### src/rtl/md5_pkg.sv
// ---------------------------------------------------------------------------
// md5_pkg
// Shared constants and the state type for the MD5 block packer.
//   MD5_BLOCK_W      : block width in bits
//   MD5_BLOCK_BYTES  : block width in bytes
//   MD5_PAD_LIMIT    : first byte position that no longer leaves room for the
//                      64-bit length field in the same block
//   MD5_PAD_BYTE     : the leading padding byte
//   packer_state_e   : packer FSM states; OUT_EXTRA only exists when the
//                      in-packer padding build option MD5_BLOCK_PACKER_PAD_EN
//                      is defined
// ---------------------------------------------------------------------------
package md5_pkg;

  localparam int          MD5_BLOCK_W     = 512;
  localparam int          MD5_BLOCK_BYTES = 64;
  localparam int          MD5_PAD_LIMIT   = 56;
  localparam logic [7:0]  MD5_PAD_BYTE    = 8'h80;

`ifdef MD5_BLOCK_PACKER_PAD_EN
  typedef enum logic [1:0] {
    FILL      = 2'd0,
    OUT       = 2'd1,
    OUT_EXTRA = 2'd2
  } packer_state_e;
`else
  typedef enum logic [1:0] {
    FILL      = 2'd0,
    OUT       = 2'd1
  } packer_state_e;
`endif

endpackage

### src/rtl/md5_block_packer.sv
// ---------------------------------------------------------------------------
// md5_block_packer
// Collects a byte stream into 512-bit MD5 blocks and hands them to the hash
// core with a valid/ready handshake.
//
// Build option: MD5_BLOCK_PACKER_PAD_EN
//   defined   : the packer appends the 0x80 byte, zero fill and the 64-bit
//               bit-length field, emitting an extra block when the tail does
//               not fit (state OUT_EXTRA).
//   undefined : the final block is the raw data zero-filled, always flagged
//               m_last=1; the downstream block does the padding using
//               msg_len_bits.
//
// Ports
//   clk, reset     : clock, asynchronous active-high reset
//   s_data         : message byte
//   s_valid        : byte beat valid
//   s_last         : final beat of the message
//   s_empty        : beat carries no byte (only meaningful with s_last)
//   s_ready        : packer accepts the beat
//   m_block        : output block, byte k at bits [8k+7:8k]
//   m_valid        : block valid
//   m_ready        : downstream accepts the block
//   m_last         : final block of the message
//   m_bytes        : message bytes carried in the block (0..64)
//   msg_len_bits   : total message length in bits (valid with m_last)
// Parameter
//   LEN_W          : bit-length counter width (16..64), zero-extended to 64
// ---------------------------------------------------------------------------
module md5_block_packer
  import md5_pkg::*;
#(
  parameter int LEN_W = 64
) (
  input  logic                    clk,
  input  logic                    reset,
  input  logic [7:0]              s_data,
  input  logic                    s_valid,
  input  logic                    s_last,
  input  logic                    s_empty,
  output logic                    s_ready,
  output logic [MD5_BLOCK_W-1:0]  m_block,
  output logic                    m_valid,
  input  logic                    m_ready,
  output logic                    m_last,
  output logic [6:0]              m_bytes,
  output logic [63:0]             msg_len_bits
);

  // Zero-extend the internal length counter to the 64-bit length field.
  function automatic logic [63:0] len_to64(input logic [LEN_W-1:0] v);
    logic [63:0] r;
    r = 64'd0;
    r[LEN_W-1:0] = v;
    return r;
  endfunction

  // Keep the first cnt bytes of data and zero everything after them, so
  // stale buffer contents from an earlier block never leak out.
  function automatic logic [MD5_BLOCK_W-1:0] mask_block(
    input logic [MD5_BLOCK_W-1:0] data,
    input logic [6:0]             cnt
  );
    logic [MD5_BLOCK_W-1:0] r;
    r = {MD5_BLOCK_W{1'b0}};
    for (int k = 0; k < MD5_BLOCK_BYTES; k++) begin
      if (k < int'(cnt)) begin
        r[8*k +: 8] = data[8*k +: 8];
      end else begin
        r[8*k +: 8] = 8'h00;
      end
    end
    return r;
  endfunction

`ifdef MD5_BLOCK_PACKER_PAD_EN
  // Final data block: 0x80 right after the data when there is room, and the
  // length field only when the 0x80 byte landed below the length slot.
  function automatic logic [MD5_BLOCK_W-1:0] pad_final(
    input logic [MD5_BLOCK_W-1:0] data,
    input logic [6:0]             cnt,
    input logic [63:0]            len
  );
    logic [MD5_BLOCK_W-1:0] r;
    r = mask_block(data, cnt);
    if (cnt < 7'(MD5_BLOCK_BYTES)) begin
      r[{cnt[5:0], 3'b000} +: 8] = MD5_PAD_BYTE;
    end
    if (cnt < 7'(MD5_PAD_LIMIT)) begin
      r[MD5_BLOCK_W-1 -: 64] = len;
    end
    return r;
  endfunction

  // Overflow block: carries the length, plus the 0x80 byte when the data
  // block was completely full and had no room for it.
  function automatic logic [MD5_BLOCK_W-1:0] extra_block(
    input logic [6:0]  cnt,
    input logic [63:0] len
  );
    logic [MD5_BLOCK_W-1:0] r;
    r = {MD5_BLOCK_W{1'b0}};
    if (cnt == 7'(MD5_BLOCK_BYTES)) begin
      r[7:0] = MD5_PAD_BYTE;
    end
    r[MD5_BLOCK_W-1 -: 64] = len;
    return r;
  endfunction
`endif

  packer_state_e            state_r, state_nxt_s;
  logic [MD5_BLOCK_W-1:0]   buf_r, buf_nxt_s, buf_add_s;
  logic [6:0]               cnt_r, cnt_nxt_s, cnt_add_s;
  logic [LEN_W-1:0]         len_r, len_nxt_s, len_add_s;
  logic                     extra_r, extra_nxt_s;
  logic                     acc_s, wr_s, done_s, fin_s;

  logic [MD5_BLOCK_W-1:0]   m_block_r, blk_nxt_s;
  logic                     m_valid_r, valid_nxt_s;
  logic                     m_last_r, last_nxt_s;
  logic [6:0]               m_bytes_r, bytes_nxt_s;
  logic [63:0]              msg_len_r, len_out_nxt_s;
  logic                     s_ready_r, ready_nxt_s;

  assign s_ready      = s_ready_r;
  assign m_block      = m_block_r;
  assign m_valid      = m_valid_r;
  assign m_last       = m_last_r;
  assign m_bytes      = m_bytes_r;
  assign msg_len_bits = msg_len_r;

  // Accepted-beat view: buffer, count and length as they would be after
  // taking the beat currently on the input.
  always_comb begin
    acc_s     = s_valid && s_ready_r && (state_r == FILL);
    wr_s      = acc_s && !s_empty;
    buf_add_s = buf_r;
    cnt_add_s = cnt_r;
    len_add_s = len_r;
    if (wr_s) begin
      buf_add_s[{cnt_r[5:0], 3'b000} +: 8] = s_data;
      cnt_add_s = cnt_r + 7'd1;
      len_add_s = len_r + LEN_W'(8);
    end else begin
      buf_add_s = buf_r;
      cnt_add_s = cnt_r;
      len_add_s = len_r;
    end
    fin_s  = acc_s && s_last;
    done_s = acc_s && (s_last || (cnt_add_s == 7'(MD5_BLOCK_BYTES)));
  end

  // FSM state register.
  always_ff @(posedge clk or posedge reset) begin
    if (reset) begin
      state_r <= FILL;
    end else begin
      state_r <= state_nxt_s;
    end
  end

  // FSM next-state logic.
  always_comb begin
    state_nxt_s = state_r;
    case (state_r)
      FILL: begin
        if (done_s) begin
          state_nxt_s = OUT;
        end else begin
          state_nxt_s = FILL;
        end
      end
      OUT: begin
        if (m_ready) begin
`ifdef MD5_BLOCK_PACKER_PAD_EN
          state_nxt_s = extra_r ? OUT_EXTRA : FILL;
`else
          state_nxt_s = FILL;
`endif
        end else begin
          state_nxt_s = OUT;
        end
      end
`ifdef MD5_BLOCK_PACKER_PAD_EN
      OUT_EXTRA: begin
        if (m_ready) begin
          state_nxt_s = FILL;
        end else begin
          state_nxt_s = OUT_EXTRA;
        end
      end
`endif
      default: state_nxt_s = FILL;
    endcase
  end

  // FSM output logic: next values of the datapath and registered outputs.
  always_comb begin
    buf_nxt_s     = buf_r;
    cnt_nxt_s     = cnt_r;
    len_nxt_s     = len_r;
    extra_nxt_s   = extra_r;
    blk_nxt_s     = m_block_r;
    valid_nxt_s   = m_valid_r;
    last_nxt_s    = m_last_r;
    bytes_nxt_s   = m_bytes_r;
    len_out_nxt_s = msg_len_r;
    ready_nxt_s   = s_ready_r;
    case (state_r)
      FILL: begin
        valid_nxt_s = 1'b0;
        ready_nxt_s = 1'b1;
        if (acc_s) begin
          buf_nxt_s = buf_add_s;
          cnt_nxt_s = cnt_add_s;
          len_nxt_s = len_add_s;
        end else begin
          buf_nxt_s = buf_r;
        end
        if (done_s) begin
          valid_nxt_s   = 1'b1;
          ready_nxt_s   = 1'b0;
          bytes_nxt_s   = cnt_add_s;
          len_out_nxt_s = len_to64(len_add_s);
`ifdef MD5_BLOCK_PACKER_PAD_EN
          if (fin_s) begin
            blk_nxt_s   = pad_final(buf_add_s, cnt_add_s, len_to64(len_add_s));
            // Tail at byte 56 or later cannot hold the length field.
            last_nxt_s  = (cnt_add_s < 7'(MD5_PAD_LIMIT));
            extra_nxt_s = !(cnt_add_s < 7'(MD5_PAD_LIMIT));
          end else begin
            blk_nxt_s   = buf_add_s;
            last_nxt_s  = 1'b0;
            extra_nxt_s = 1'b0;
          end
`else
          blk_nxt_s   = mask_block(buf_add_s, cnt_add_s);
          last_nxt_s  = fin_s;
          extra_nxt_s = 1'b0;
`endif
        end else begin
          blk_nxt_s = m_block_r;
        end
      end
      OUT: begin
        if (m_ready && extra_r) begin
`ifdef MD5_BLOCK_PACKER_PAD_EN
          blk_nxt_s   = extra_block(cnt_r, msg_len_r);
`else
          blk_nxt_s   = m_block_r;
`endif
          bytes_nxt_s = 7'd0;
          last_nxt_s  = 1'b1;
          valid_nxt_s = 1'b1;
          extra_nxt_s = 1'b0;
        end else if (m_ready) begin
          valid_nxt_s = 1'b0;
          ready_nxt_s = 1'b1;
          cnt_nxt_s   = 7'd0;
          last_nxt_s  = 1'b0;
          // Length only restarts once the whole message has been handed off.
          if (m_last_r) begin
            len_nxt_s = {LEN_W{1'b0}};
          end else begin
            len_nxt_s = len_r;
          end
        end else begin
          valid_nxt_s = 1'b1;
        end
      end
`ifdef MD5_BLOCK_PACKER_PAD_EN
      OUT_EXTRA: begin
        if (m_ready) begin
          valid_nxt_s = 1'b0;
          ready_nxt_s = 1'b1;
          cnt_nxt_s   = 7'd0;
          len_nxt_s   = {LEN_W{1'b0}};
          last_nxt_s  = 1'b0;
        end else begin
          valid_nxt_s = 1'b1;
        end
      end
`endif
      default: begin
        valid_nxt_s = 1'b0;
        ready_nxt_s = 1'b1;
        cnt_nxt_s   = 7'd0;
        len_nxt_s   = {LEN_W{1'b0}};
        extra_nxt_s = 1'b0;
      end
    endcase
  end

  // Datapath and output registers.
  always_ff @(posedge clk or posedge reset) begin
    if (reset) begin
      buf_r     <= {MD5_BLOCK_W{1'b0}};
      cnt_r     <= 7'd0;
      len_r     <= {LEN_W{1'b0}};
      extra_r   <= 1'b0;
      m_block_r <= {MD5_BLOCK_W{1'b0}};
      m_valid_r <= 1'b0;
      m_last_r  <= 1'b0;
      m_bytes_r <= 7'd0;
      msg_len_r <= 64'd0;
      s_ready_r <= 1'b0;
    end else begin
      buf_r     <= buf_nxt_s;
      cnt_r     <= cnt_nxt_s;
      len_r     <= len_nxt_s;
      extra_r   <= extra_nxt_s;
      m_block_r <= blk_nxt_s;
      m_valid_r <= valid_nxt_s;
      m_last_r  <= last_nxt_s;
      m_bytes_r <= bytes_nxt_s;
      msg_len_r <= len_out_nxt_s;
      s_ready_r <= ready_nxt_s;
    end
  end

endmodule

### config.mk
export PLATFORM = sky130hd
export DESIGN_NAME = md5_block_packer
export DESIGN_NICKNAME = d
export VERILOG_FILES = /design/src/rtl/md5_pkg.sv /design/src/rtl/md5_block_packer.sv
export SDC_FILE = /design/constraint.sdc
export NUM_CORES = 2
export LEC_CHECK = 0
export CORE_ASPECT_RATIO = 1.4
export CORE_UTILIZATION = 35
export CTS_BUF_LIST = sky130_fd_sc_hd__clkbuf_4
export DETAILED_ROUTE_END_ITERATION = 6
export GPL_ROUTABILITY_DRIVEN = 0
export SLEW_MARGIN = 30
export SYNTH_ARGS = -nofsm -noshare
export SYNTH_HDL_FRONTEND = slang
export SYNTH_SLANG_ARGS = --single-unit
### constraint.sdc
create_clock -name clk -period 54 [get_ports clk]
set_input_delay 8.1 -clock clk [delete_from_list [all_inputs] [get_ports clk]]
set_output_delay 8.1 -clock clk [all_outputs]
set_load 0.005 [all_outputs]
* Word level (Yosys, flattened, before mapping)
Cells that the tools add are included.
** Word-level totals
- Flip-flop bits (word level) :: 1172
- Input port bits :: 14
- Word-level logic and storage cells :: 205
- Output and inout bits :: 586
- Memories kept :: 0
- Latch bits :: 0
- Memory bits (writable) :: 0
- Memory bits (read-only) :: 0
** Cells by class
- Bitwise logic cells :: 0
- Reduce and logical (&&, ||, !) cells :: 18
- Divide/modulo/power cells :: 0
- $lt $le $gt $ge :: 64
- Add/sub/neg operators :: 3
- Equal/unequal tests :: 9
- $mul :: 0
- Shift-type cells :: 2
- Muxes and demuxes :: 98
** Operator list (number)
- $bwmux W512 :: 1
- $mux W512 :: 1
- $mux W8 :: 64
- $shift A8 B11 Y512 const A :: 1
- $shiftx A8 B11 Y512 :: 1
- $mux W64 :: 5
- $lt A6 B7 Y1 const A :: 32
- $pmux W64 S2 :: 1
- $lt A5 B7 Y1 const A :: 16
- $add A64 B4 Y64 const B :: 1
- $lt A4 B7 Y1 const A :: 8
- $mux W7 :: 6
- $lt A3 B7 Y1 const A :: 4
- $pmux W7 S2 :: 2
- $lt A1 B7 Y1 const A :: 2
- $lt A2 B7 Y1 const A :: 2
- $mux W1 :: 13
- $ne A2 B2 Y1 const B :: 6
- $neg A9 Y11 :: 1
- $reduce_and A3 Y1 :: 3
- $pmux W1 S2 :: 4
- $reduce_and A2 Y1 :: 4
- $add A7 B1 Y7 const B :: 1
- $eq A7 B7 Y1 const B :: 1
- 9 further kinds :: 14

* Depth between registers and ports, before layout
- Word-level depth :: 9
- Depth in mapped cells :: 15
- Depth with buffers taken out :: 8

* Least setup slack after synthesis
Ideal clock, no wire load.
- Path type :: in2reg
- Start point :: input s_empty
- End point :: register m_block_r[241], in the netlist m_block[241]
- Arrival time :: 10.074 ns
- Data required time :: 53.880 ns
- Path buffers :: 1
- Path slack :: 43.806 ns
- Cell stages on the path :: 7
- Library setup time :: 0.120 ns
- Path through :: nand4bb_4 -> buf_6 -> a211oi_1 -> nand2_1 -> nor3_2 -> mux2_2 -> a31o_2
** On the way
- Longest elaborated chain between the ends :: 7
- Elaborated cells between the ends (all ways) :: 10
- Classes of those cells :: order compare (1); eq/ne (1); mux (3); reduce/logical (5)
** RTL lines
- start: declaration :: line md5_block_packer.sv:40 : input logic s_empty,
- $logic_not A1 Y1 (*) :: line md5_block_packer.sv:136 : wr_s = acc_s && !s_empty;
- $logic_and A1 B1 Y1 (*) :: line md5_block_packer.sv:136
- branches (longest 5 deep; another with $lt A5 B7 Y1)
- end signal: assignment :: line md5_block_packer.sv:301 : m_block_r <= {MD5_BLOCK_W{1'b0}};
- end signal: assignment :: line md5_block_packer.sv:312 : m_block_r <= blk_nxt_s;
- end: declaration :: line md5_block_packer.sv:118 : logic [MD5_BLOCK_W-1:0] m_block_r, blk_nxt_s;
Every way passes the cells marked *.
A chain may end at the register's enable or synchronous reset.

* Final worst setup path
- Start point :: input s_empty
- End point :: register m_block_r[221], in the netlist m_block[221]
Same word-level chain as after synthesis.

==> reports/results.ini <==
[clock_network]
holdBufCountCts=0
numClockSinks=1163
clk_root_buffer_cell=sky130_fd_sc_hd__clkbuf_4
cts.repair_timing.setup_buffer_count=0
clkSlewWorstSetupHoldPaths_ps=60
cts_buffers=307
clkLatencyLatePin_ps=1290
cts_tree=yes
post_cts_resize_count=0
clock_tree.htree_level_count=5
cts_max_path_buffers=4

[synth]
synth.top_cells.by_area=sky130_fd_sc_hd__dfrtp_1 (61%), sky130_fd_sc_hd__mux2i_1 (5.7%), sky130_fd_sc_hd__nand2_1 (4.8%)
post_synth_num_cell_types=85
per_instance_average_area_after_synthesis_um2=11.27
yosys_register_bits=1163
seq_area_frac_synth_pct=61.01
synth_async_sr_flop_share_pct=100.0
synth_cells=4234
synth_top_area_share_pct=61.01
synth-edff-count=0
ys_dominant_reg_cell=sky130_fd_sc_hd__dfrtp_1
synthesis.area_um2=47710
synth-warning-count=0
synth_top_cell_by_area=sky130_fd_sc_hd__dfrtp_1

[pwr]
power_density_nw_per_um2=32.57
power.ir.vdd_worst_uv=24.85
cellLeakagePower_uw=0.02897

[sta]
finClkSkew_ps=102.3
worstMarginPinSlew_ps=1046
final_period_minus_worst_setup_slack_ps=11950
final_hold_viol_count=0
timing.max_slew.rel_slack_pct=30.05
rsz_0062_raised_after_global_routing=false
post-route-period-util_pct=22.12
maxSlewViolCount=0
achievable-frequency_mhz=83.71
setup-tns-final_ps=0
hold_ws_ps=470.2
setup_viol_count_final=0

[drt]
route.vias.total=35470
via_to_cell_ratio=5.137
ant_nets=0
routedWlPerCell_um=24.23
detail_route.iter0.violations=2527
first_pass_iters=6
detail_route.wirelength_um=167300
drc=0

[worst_setup_path]
crit_type=primary input to register
worstSetupPathDepth=8
regToRegSetupSlack_ps=48640
worst-path-buf-inv=2
timing.critical_path.slowest_stage_cell=sky130_fd_sc_hd__nand2_1
setup.worst_path.start_class=primary input
critPathMaxStageDelay_ps=750
regToRegEndpoint=m_block[221]
worstPathRequired_ps=55140
worstSetupStartpoint=s_empty
worst-path-max-fanout=44
crit_arrival_ps=13080
reg2regPathDepth=8
cp_top_family=simple AND/OR/NAND/NOR gates
crit_chain=clkdlybuf4s50_1, nand4bb_4, or4_1, nand2_1, a41o_4, buf_4, a32oi_1, o21ai_0
timing.critical_path.to=m_block[221]
endpoint_kind=register
critical_path.reg2reg.startpoint=cnt_r[1]

[layout]
synthesis_to_finish_area_growth_pct=23.58
layoutNonFillerInstCount=6906
fillers=12810
nNetsFinal=4997
final_layout_size_suffix_gt1_share_pct=16.48

[die]
core_um2=134700
fp.dieH_um=438.8
number_of_primary_i_o_pins=600
rows=159
fp.dieW_um=314.0
initial_core_utilization_pct=35.42
design.die.area_um2=137800

[place]
detailedPlacementHpwl_um=117000
numPortBuffers=596
placed_cells_incl_taps=6436

[global_routing]
globalRoute.totalOverflow=0
via_count_of_the_first_global_routing_pass=36160
grt_pass1_wl_um=243700
grt_usage_pct=24.20
grt_start_max_net_pins=227
grt_antenna_before_repair=8

[outcome]
status=finished clean

[worst_hold_path]
hold_class=register to register
worst_hold_startpoint=buf_r[292]

[run]
max_cap_viols=0

[tightest hold or removal path, stage by stage, from the launching register on]
cell	delay, ps
sky130_fd_sc_hd__dfrtp_1	320
sky130_fd_sc_hd__mux2i_1	70
sky130_fd_sc_hd__inv_1	50
[registers in the layout, summed over array words and instances, names as in the netlist]
name / cells
buf_r: 512
m_block: 512
len_r: 61
msg_len_bits: 61
cnt_r: 7
m_bytes: 7
m_last: 1
s_ready: 1
state_r: 1
[metal layers]
layer / global-route usage (%) / routed length (um) / vias to the layer above
met2: 39.52 / 80900 / 1286
met5: 0 / 35 / -
met3: 6.712 / 11980 / 350
met1: 28.71 / 65480 / 17780
li1: - / - / 16050
met4: 13.36 / 8941 / 6
[Yosys cell counts (41+ instances only)]
| master | n |
|---|---|
| sky130_fd_sc_hd__a22o_1 | 82 |
| sky130_fd_sc_hd__a21oi_1 | 52 |
| sky130_fd_sc_hd__o31ai_1 | 41 |
| sky130_fd_sc_hd__clkbuf_1 | 106 |
| sky130_fd_sc_hd__inv_1 | 359 |
| sky130_fd_sc_hd__nand3_1 | 61 |
| sky130_fd_sc_hd__a32o_1 | 47 |
| sky130_fd_sc_hd__nor3_1 | 42 |
| sky130_fd_sc_hd__nor2_1 | 94 |
| sky130_fd_sc_hd__o21ai_0 | 434 |
| sky130_fd_sc_hd__dfrtp_1 | 1163 |
| sky130_fd_sc_hd__mux2i_1 | 270 |
| sky130_fd_sc_hd__o21a_1 | 69 |
| sky130_fd_sc_hd__nand2_1 | 608 |
| sky130_fd_sc_hd__a31o_2 | 58 |
| sky130_fd_sc_hd__buf_2 | 104 |
| sky130_fd_sc_hd__and2_1 | 69 |
| sky130_fd_sc_hd__mux2_2 | 165 |
| sky130_fd_sc_hd__xnor2_1 | 42 |
[per-stage QoR]
step | cell area (um^2) | worst slack (ps) | utilization [%] | total power [uW]
global placement | 55340 | 40360 | 41.09 | 1211
floorplan | 47710 | 13140 | - | 1107
detailed placement | 55460 | 40280 | 41.18 | 1218
global route | 58950 | 41560 | 43.77 | 2007
CTS | 58830 | 41660 | 43.68 | 1941
finish | 58950 | 42050 | 43.77 | 1920
[cell families (layout without fill, tap and decap cells)]
kind of cell,Yosys count,count (layout),share of synthesized area (%)
AOI/OAI and AO/OA,907,907,12.41
DFF,1163,1163,61.01
buffers and inverters,596,1492,5.117
muxes,438,438,9.654
other,1,6,0.007861
adders and majority gates,5,5,0.1311
and+or+nand+nor,1051,1051,10.32
xor gates and xnor gates,73,73,1.356
[report_power, final]
group          leakage, uW  total, uW  switching, uW  internal, uW
registers           0.0162        925           17.4           908
logic               0.0108        277            212          65.7
clock network      0.00203        717            357           360
total               0.0290       1920            586          1330
[worst min path at each step]
stage | to | slack (ps) | depth (start not counted)
after floorplan | buf_r[154] | 440 | 2
after global placement | buf_r[415] | 450 | 2
after detailed placement | buf_r[249] | 460 | 2
after CTS | buf_r[249] | 470 | 2
after global routing | buf_r[144] | 490 | 2
final | buf_r[292] | 470 | 2
[cell usage in the layout, fill, tap and decap left out, types with 43 or more instances in the layout]
cell / Yosys / routed
sky130_fd_sc_hd__dfrtp_1: 1163 / 1163
sky130_fd_sc_hd__nand2_1: 608 / 605
sky130_fd_sc_hd__clkdlybuf4s50_1: 0 / 588
sky130_fd_sc_hd__o21ai_0: 434 / 432
sky130_fd_sc_hd__clkbuf_4: 0 / 401
sky130_fd_sc_hd__inv_1: 359 / 357
sky130_fd_sc_hd__mux2i_1: 270 / 270
sky130_fd_sc_hd__mux2_2: 165 / 165
sky130_fd_sc_hd__nor2_1: 94 / 89
sky130_fd_sc_hd__a22o_1: 82 / 82
sky130_fd_sc_hd__o21a_1: 69 / 69
sky130_fd_sc_hd__and2_1: 69 / 69
sky130_fd_sc_hd__nand3_1: 61 / 61
sky130_fd_sc_hd__a31o_2: 58 / 58
sky130_fd_sc_hd__buf_4: 9 / 58
sky130_fd_sc_hd__a21oi_1: 52 / 51
sky130_fd_sc_hd__a32o_1: 47 / 47
sky130_fd_sc_hd__clkinv_1: 0 / 43
[area by class of cell]
type,count,area (um^2),share of cell area (%)
antenna,3,7.507,0.01273
clock buffer,401,3010,5.106
clock inverter,62,357.8,0.6070
inverter,359,1360,2.307
multi-input combinational,2477,16290,27.64
sequential,1163,29100,49.37
tap,1771,2216,3.759
timing repair buffer,670,6606,11.21
(Power assumes the default switching activity.)
